### src/rtl/alu_pkg.sv
// Shared ALU opcode map and command-driver FSM states.
// Used by the command driver and by the sequencer's decode.
package alu_pkg;

    localparam logic [4:0] OP_ADD    = 5'd0;
    localparam logic [4:0] OP_SUB    = 5'd1;
    localparam logic [4:0] OP_MUL    = 5'd2;
    localparam logic [4:0] OP_DIV    = 5'd3;
    localparam logic [4:0] OP_MOD    = 5'd4;
    localparam logic [4:0] OP_RSUB   = 5'd5;
    localparam logic [4:0] OP_RDIV   = 5'd6;
    localparam logic [4:0] OP_RMOD   = 5'd7;
    localparam logic [4:0] OP_AND    = 5'd8;
    localparam logic [4:0] OP_OR     = 5'd9;
    localparam logic [4:0] OP_XOR    = 5'd10;
    localparam logic [4:0] OP_NOT_A  = 5'd11;
    localparam logic [4:0] OP_NOT_B  = 5'd12;
    localparam logic [4:0] OP_SLL    = 5'd13;
    localparam logic [4:0] OP_SRL    = 5'd14;
    localparam logic [4:0] OP_SRA    = 5'd15;
    localparam logic [4:0] OP_EQ     = 5'd16;
    localparam logic [4:0] OP_LT     = 5'd17;
    localparam logic [4:0] OP_LTU    = 5'd18;
    localparam logic [4:0] OP_PASS_A = 5'd19;
    localparam logic [4:0] OP_PASS_B = 5'd20;
    localparam logic [4:0] OP_NEG_A  = 5'd21;
    localparam logic [4:0] OP_INC_A  = 5'd22;
    localparam logic [4:0] OP_INC_B  = 5'd23;

    localparam logic [4:0] OP_LAST   = 5'd23;
    localparam logic [4:0] OP_IDLE   = 5'd31;

    typedef enum logic [1:0] {
        IDLE  = 2'd0,
        ISSUE = 2'd1,
        RESP  = 2'd2
    } state_t;

endpackage

### src/rtl/alu_op_check.sv
// Combinational legality screen: unknown opcodes and zero divisors (b for DIV/MOD, a for RDIV/RMOD).
// Zero latency, no flow control.
module alu_op_check import alu_pkg::*; #(
    parameter int WIDTH = 32
) (
    input  logic [4:0]       opcode,
    input  logic [WIDTH-1:0] a,
    input  logic [WIDTH-1:0] b,
    output logic             illegal
);

    always_comb begin
        illegal = 1'b0;
        if (opcode > OP_LAST) begin
            illegal = 1'b1;
        end else if ((opcode == OP_DIV || opcode == OP_MOD) && b == '0) begin
            illegal = 1'b1;
        end else if ((opcode == OP_RDIV || opcode == OP_RMOD) && a == '0) begin
            illegal = 1'b1;
        end
    end

endmodule

### src/rtl/alu_cmd_driver.sv
// Screens one command at a time, drives the ALU for SETTLE_CYCLES, returns the captured result.
// Legal: response SETTLE_CYCLES+1 cycles after accept, illegal: next cycle; rsp_ready low stalls RESP and cmd_ready.
module alu_cmd_driver import alu_pkg::*; #(
    parameter int WIDTH         = 32,
    parameter int SETTLE_CYCLES = 2,
    parameter int CNT_W         = 16
) (
    input  logic             clk,
    input  logic             rst,
    input  logic             cmd_valid,
    output logic             cmd_ready,
    input  logic [4:0]       cmd_opcode,
    input  logic [WIDTH-1:0] cmd_a,
    input  logic [WIDTH-1:0] cmd_b,
    output logic [WIDTH-1:0] alu_in1,
    output logic [WIDTH-1:0] alu_in2,
    output logic [4:0]       alu_opcode,
    output logic             alu_en,
    input  logic [WIDTH-1:0] alu_result,
    output logic             rsp_valid,
    input  logic             rsp_ready,
    output logic [WIDTH-1:0] rsp_data,
    output logic             rsp_err,
    output logic [CNT_W-1:0] done_count
);

    localparam int SC_W = (SETTLE_CYCLES > 1) ? $clog2(SETTLE_CYCLES) : 1;
    localparam logic [SC_W-1:0] SETTLE_LOAD = SC_W'(SETTLE_CYCLES - 1);

    state_t          state;
    state_t          state_nxt;
    logic [SC_W-1:0] settle_cnt;
    logic            illegal;
    logic            accept;

    alu_op_check #(.WIDTH(WIDTH)) u_op_check (
        .opcode  (cmd_opcode),
        .a       (cmd_a),
        .b       (cmd_b),
        .illegal (illegal)
    );

    assign cmd_ready = (state == IDLE);
    assign accept    = cmd_valid && cmd_ready;

    always_ff @(posedge clk) begin
        if (rst) begin
            state <= IDLE;
        end else begin
            state <= state_nxt;
        end
    end

    always_comb begin
        state_nxt = state;
        case (state)
            IDLE:    if (accept) state_nxt = illegal ? RESP : ISSUE;
            ISSUE:   if (settle_cnt == '0) state_nxt = RESP;
            RESP:    if (rsp_ready) state_nxt = IDLE;
            default: state_nxt = IDLE;
        endcase
    end

    // Leaving ISSUE or RESP parks the ALU on OP_IDLE so every issue is a visible opcode edge.
    always_ff @(posedge clk) begin
        if (rst) begin
            settle_cnt <= '0;
            alu_in1    <= '0;
            alu_in2    <= '0;
            alu_opcode <= OP_IDLE;
            alu_en     <= 1'b0;
            rsp_valid  <= 1'b0;
            rsp_data   <= '0;
            rsp_err    <= 1'b0;
            done_count <= '0;
        end else begin
            case (state)
                IDLE: begin
                    if (accept) begin
                        if (illegal) begin
                            rsp_data  <= '0;
                            rsp_err   <= 1'b1;
                            rsp_valid <= 1'b1;
                        end else begin
                            alu_in1    <= cmd_a;
                            alu_in2    <= cmd_b;
                            alu_opcode <= cmd_opcode;
                            alu_en     <= 1'b1;
                            settle_cnt <= SETTLE_LOAD;
                        end
                    end
                end
                ISSUE: begin
                    if (settle_cnt == '0) begin
                        rsp_data   <= alu_result;
                        rsp_err    <= 1'b0;
                        rsp_valid  <= 1'b1;
                        alu_en     <= 1'b0;
                        alu_opcode <= OP_IDLE;
                    end else begin
                        settle_cnt <= settle_cnt - 1'b1;
                    end
                end
                RESP: begin
                    if (rsp_ready) begin
                        rsp_valid  <= 1'b0;
                        done_count <= done_count + CNT_W'(1);
                        alu_en     <= 1'b0;
                        alu_opcode <= OP_IDLE;
                    end
                end
                default: ;
            endcase
        end
    end

endmodule

### config.mk
export PLATFORM = sky130hd
export DESIGN_NAME = alu_cmd_driver
export DESIGN_NICKNAME = d
export VERILOG_FILES = /design/src/rtl/alu_pkg.sv /design/src/rtl/alu_op_check.sv /design/src/rtl/alu_cmd_driver.sv
export SDC_FILE = /design/constraint.sdc
export NUM_CORES = 1
export LEC_CHECK = 0
export CAP_MARGIN = 20
export CORE_MARGIN = 4
export CORE_UTILIZATION = 35
export DETAILED_ROUTE_END_ITERATION = 16
export GPL_ROUTABILITY_DRIVEN = 0
export GPL_TIMING_DRIVEN = 1
export PLACE_DENSITY = 0.82
export SLEW_MARGIN = 5
export SYNTH_ARGS = -nofsm -noshare
export SYNTH_HDL_FRONTEND = slang
export SYNTH_HIERARCHICAL = 1
export SYNTH_SLANG_ARGS = --single-unit
### constraint.sdc
create_clock -name clk -period 2.2 [get_ports clk]
set_input_delay 0.44 -clock clk [delete_from_list [all_inputs] [get_ports clk]]
set_output_delay 0.44 -clock clk [all_outputs]
set_load 0.1 [all_outputs]
==> results of run 1 <==
==> Yosys cell counts (all sizes together) <==
cell | instances | area share, %
nand3 | 12 | 1.5
or2 | 1 | 0.13
dfxtp | 123 | 53
o31ai | 1 | 0.16
nand4 | 4 | 0.54
a21oi | 75 | 8.0
ha | 5 | 1.3
inv | 6 | 0.48
nand2b | 3 | 0.40
a32oi | 1 | 0.19
nor3b | 1 | 0.16
and2 | 1 | 0.13
or4 | 3 | 0.56
nor2b | 7 | 0.94
nor4 | 21 | 2.9
a31oi | 1 | 0.13
nand2 | 138 | 11
o21ai | 5 | 0.54
buf | 4 | 0.32
xor2 | 2 | 0.37
nand3b | 1 | 0.16
nor2 | 53 | 4.3
mux2 | 1 | 0.24
xnor2 | 6 | 1.1
a22oi | 32 | 5.1
a211o | 2 | 0.37
clkbuf | 31 | 2.5
and3b | 1 | 0.19
or3 | 4 | 0.59
a21boi | 1 | 0.16
nor3 | 9 | 0.96
a211oi | 3 | 0.48
o21bai | 5 | 0.80
and4 | 1 | 0.19
a31o | 1 | 0.19
==> timing repair <==
action,CTS,global route
pin swaps,34,53
setup endpoints to repair,106,98
gates resized for setup,152,64
gates cloned,4,0
setup buffers,6,0
==> layout make-up <==
type	count	area, um^2
fillers	1137	4790
flip-flops and latches	123	2480
repair buffers	278	2400
multi-input cells	401	2300
clock buffers	25	515
well taps	172	215
clock inverters	6	108
inverters	6	22.5
==> kinds of logic (layout without fill, tap and decap cells) <==
family | Yosys count | in the layout | share of synthesized area [%]
DFF | 123 | 123 | 52.7
xor gates and xnor gates | 8 | 8 | 1.50
AOI/OAI and AO/OA | 127 | 127 | 16.2
buffers and inverters | 41 | 315 | 3.29
and+or+nand+nor | 260 | 260 | 24.8
muxes | 1 | 1 | 0.241
adders and majority gates | 5 | 5 | 1.34
==> final timing paths <==
path,end,slack (ns)
worst max-delay path,rsp_data[24],0.04
worst min-delay path,alu_in2[7],0.28
worst min register to register,alu_in2[4],0.45
worst max register to register,rsp_data[24],0.27
==> power by group <==
part	internal [W]	switching [W]
clock	0.00195	0.000932
combinational	0.000694	0.00172
sequential	0.00239	0.0000933
total	0.00504	0.00275
==> registers in the layout, indices dropped and copies added (netlist names) <==
register and count:
alu_in1 32, alu_in2 32, rsp_data 32, done_count 16, alu_opcode 5, state 2, alu_en 1, rsp_err 1
rsp_valid 1, settle_cnt 1
==> metrics by stage <==
step | cell area, um^2 | instances | worst slack, ns
finish | 8040 | 1011 | 0.0406
global route | 8040 | 1011 | -0.102
CTS | 8030 | 1011 | 0.00318
detailed placement | 7200 | 974 | -0.888
global placement | 7200 | 974 | -0.898
floorplan | 4710 | 565 | -0.0710
==> per-layer routing <==
metal  up-vias  global-route usage, %  wire [um]  part of all wire, %
met5         -                      0          0                    0
met4         0                   6.99        214                  1.4
met3        19                   6.77       1520                  9.8
met2       189                   33.8       7510                   48
met1      2279                   23.0       6310                   41
li1       2475                      -          -                    -
==> worst min-delay path: cells and delay by family <==
family                 cells  cell delay [ns]
buffers and inverters      1             0.10
AOI/OAI and AO/OA          1             0.05
and+or+nand+nor            1             0.05
==> flow_summary.toml, run 1 <==
[setup_path]
startpoint_type = "primary input"
cp-end-kind = "flop"
cp_slowest_stage_delay_ns = 0.30
cp.depth = 11
r2r-start = "state[1]"
crit_family = "simple AND/OR/NAND/NOR gates"
cpMostUsedCell = "a211o_1"
cp.arrival_ns = 2.44
reg2regPathDepth = 10
cp-startpoint = "cmd_a[22]"
crit_path_cell_trace = "dlygate4sd2_1 -> nor4_2 -> nand3_2 -> nor4_4 -> a211o_1 -> a21boi_2 -> buf_4 -> a211o_1 -> buf_12 -> a22oi_1 -> nor2_1"
cp_max_fo = 33
critPathRequiredTime_ns = 2.48
path_buf_inv = 3
worst-setup-path-type = "primary input to flop"
critPathSlowestCell = "nor4_4"

[timing]
finalHoldViolations = 0
fmax_mhz = 463
hold-worst-slack_ns = 0.284
finClkSkew_ns = 0.00695
drv_slew = 0
rsz0062_at_grt = "yes"
tightest_slew_ns = 0.394
post-route-period-util_pct = 98.2
setup_tns_ns = 0
layout_min_cycle_time_ns = 2.16
setup_viol_count_final = 0
slew_headroom_pct = 73.5

[yosys]
synth.avg_cell_area_um2 = 8.28
ys_ff_latch = 123
synthesis.nets = 675
syn_inst = 565
syn_area_um2 = 4680
yosysSeqAreaShare_pct = 52.7
ys_warn_count = 6
yosysUniqueCellTypes = 40

[placed_design]
io_buffer_count = 225
hpwl_um = 10800

[drt]
wire_per_inst_um = 15.4
dr.pass1.iters = 4
first_iter_violations = 355
vias_per_cell = 4.91
ant_nets = 0
routed_wl_um = 15600
num_vias = 4962
drc_errors = 0

[global_routing]
antenna_found_initial = 0
grt_pass1_wl_um = 23600
grt_max_degree = 65
gr-total-overflow = 0
track_usage_pct = 19.8
grt_pass1_vias = 4782

[clock_network]
cts_tree = "done"
clockBufferDepth = 2
cts-root-buf = "clkbuf_16"
htreeDepth = 4
ctsHoldBuffers = 0
path_clk_slew_ns = 0.05
insertion_delay_ns = 0.40
clock-sinks = 123
cts_inserted_buffers = 17

[pwr]
power.leakage_nw = 3.34
p_total_w = 0.00779
vdd_drop_max_v = 0.000462
power_density_nw_per_um2 = 969

[finish]
final_common_cell = "buf_4"
diodes = 0
layout_common_cells = "buf_4 (158), nand2_1 (137), dfxtp_1 (111), a21oi_1 (74), nor2_1 (52)"
drive_above_1_share_pct = 34.6
num-nets-final = 937
utilization_pct = 62.7
area_delta_synth_final_pct = 71.9

[die]
fp-row-count = 41
coreArea_um2 = 12800
die_w_um = 124
io_pins = 226
dieArea_um2 = 15300
start_util_pct = 36.5
die_h_um = 124

[min_path]
worstHoldPathCells = 3
hp-class = "primary input to flop"
holdCritStartpoint = "cmd_b[7]"

[outcome]
status = "complete, no violations"

[run]
drv_cap = 0
Power figures use the tool's default switching activity.
==> run 2: changes to the inputs <==
--- a/config.mk
+++ b/config.mk
@@ -9,9 +9,10 @@
 export CORE_MARGIN = 4
 export CORE_UTILIZATION = 35
 export DETAILED_ROUTE_END_ITERATION = 16
+export DONT_BUFFER_PORTS = 1
 export GPL_ROUTABILITY_DRIVEN = 0
 export GPL_TIMING_DRIVEN = 1
-export PLACE_DENSITY = 0.82
+export PLACE_DENSITY = 0.6
 export SLEW_MARGIN = 5
 export SYNTH_ARGS = -nofsm -noshare
 export SYNTH_HDL_FRONTEND = slang
==> flow_summary.toml, run 2 (synthesized netlist as in run 1, its figures left out) <==
[finish]
layout_common_cells = "nand2_1 (137), buf_4 (127), dfxtp_1 (111), a21oi_1 (75), nor2_1 (53)"
area_delta_synth_final_pct = 42.3
final_cell_area_um2 = 6660
drive_above_1_share_pct = 29.2
utilization_pct = 51.9
top_regs = "alu_in1 x32, alu_in2 x32, rsp_data x32"
num-nets-final = 798
diodes = 0
final_common_cell = "nand2_1"

[clock_network]
cts_tree = "done"
insertion_delay_ns = 0.41
cts_inserted_buffers = 17
clockBufferDepth = 2
ctsHoldBuffers = 0
htreeDepth = 4
clock-sinks = 123
cts-root-buf = "clkbuf_16"
path_clk_slew_ns = 0.05

[placed_design]
dpl_cell_area_um2 = 5860
io_buffer_count = 0
hpwl_um = 10000

[die]
dieArea_um2 = 15300
fp-row-count = 41
die_h_um = 124
start_util_pct = 36.5
die_w_um = 124
coreArea_um2 = 12800
io_pins = 226

[setup_path]
crit_path_cell_trace = "nor4_4 -> buf_4 -> nand4_1 -> nor4_2 -> a211o_1 -> buf_4 -> nand3b_1 -> buf_12 -> buf_12 -> nand2_1 -> a21oi_1"
startpoint_type = "primary input"
cp.arrival_ns = 2.39
cp_slowest_stage_delay_ns = 0.30
critPathRequiredTime_ns = 2.53
critPathSlowestCell = "nor4_2"
cp-startpoint = "cmd_b[30]"
cp_max_fo = 32
worst-setup-path-type = "primary input to flop"
cp-end-kind = "flop"
r2r-start = "state[0]"

[global_routing]
grt_pass1_vias = 4291
track_usage_pct = 17.2
gr-total-overflow = 0
grt_pass1_wl_um = 20600
grt_max_degree = 126
antenna_found_initial = 0

[pwr]
p_total_w = 0.00743
power_density_nw_per_um2 = 1120
power.leakage_nw = 2.66
vdd_drop_max_v = 0.000478

[min_path]
holdCritStartpoint = "rst"
hp-class = "primary input to flop"

[drt]
num_vias = 4493
wire_per_inst_um = 16.3
first_iter_violations = 243
routed_wl_um = 14200
dr.pass1.iters = 4
vias_per_cell = 5.15
drc_errors = 0
ant_nets = 0

[timing]
drv_slew = 0
finalHoldViolations = 0
tightest_slew_ns = 1.02
layout_min_cycle_time_ns = 2.06
setup_viol_count_final = 0
fmax_mhz = 486
slew_headroom_pct = 31.7
hold-worst-slack_ns = 0.104
finClkSkew_ns = 0.00576
post-route-period-util_pct = 93.5

[outcome]
status = "complete, no violations"

[run]
drv_cap = 0
==> run 2: cell types whose count changed in the layout (fill, tap and decap cells not counted), sizes merged <==
cell and change:
clkdlybuf4s15 -12, clkdlybuf4s50 -36, dlygate4sd2 -22, buf -52, clkinv +3, clkinvlp +2, clkbuf -21
==> run 2: where the power goes <==
| group | switching [W] | leakage, nW | internal (W) |
|---|---|---|---|
| sequential | 0.0000628 | 1.01 | 0.00239 |
| clock | 0.000966 | 0.301 | 0.00189 |
| combinational | 0.00162 | 1.36 | 0.000497 |
==> run 2: per-layer routing <==
| layer | global-route usage, % | wire length [um] |
|---|---|---|
| met4 | 6.99 | 259 |
| met1 | 19.2 | 5330 |
| met5 | 0 | 0 |
| met2 | 28.8 | 6940 |
| met3 | 7.58 | 1690 |
==> run 2: repair_timing <==
action	4_1_cts	5_1_grt
setup endpoints to repair	32	65
gates cloned	0	4
buffers inserted	0	2
resized for setup	1	16
pin swaps	0	11
==> run 2: critical path: cells and delay by family <==
family,cells,cell delay [ns]
AOI/OAI and AO/OA,2,0.34
buffers and inverters,4,0.63
and+or+nand+nor,5,0.97
==> run 2: layout make-up <==
class | count | area [um^2]
fillers | 1185 | 6170
flip-flops and latches | 123 | 2480
multi-input cells | 401 | 2130
repair buffers | 139 | 1190
clock buffers | 21 | 480
well taps | 172 | 215
clock inverters | 11 | 141
inverters | 6 | 22.5
==> run 2: path summary, 6_finish.rpt <==
path / to / slack [ns] / cells after the start
worst max-delay path: alu_in2[22] / 0.14 / 11
worst max register to register: done_count[11] / 0.32 / 6
worst min register to register: alu_in2[15] / 0.45 / 2
worst min-delay path: rsp_data[5] / 0.10 / 1
==> run 2: metrics by stage <==
stage	setup TNS (ns)	std cells	setup WS, ns
6_report	0	873	0.143
3_5_place_dp	-39.84	836	-0.464
5_1_grt	-0.00795	873	-0.00537
3_3_place_gp	-37.35	836	-0.411
2_1_floorplan	-1.35	565	-0.0710
4_1_cts	0	868	0.0495
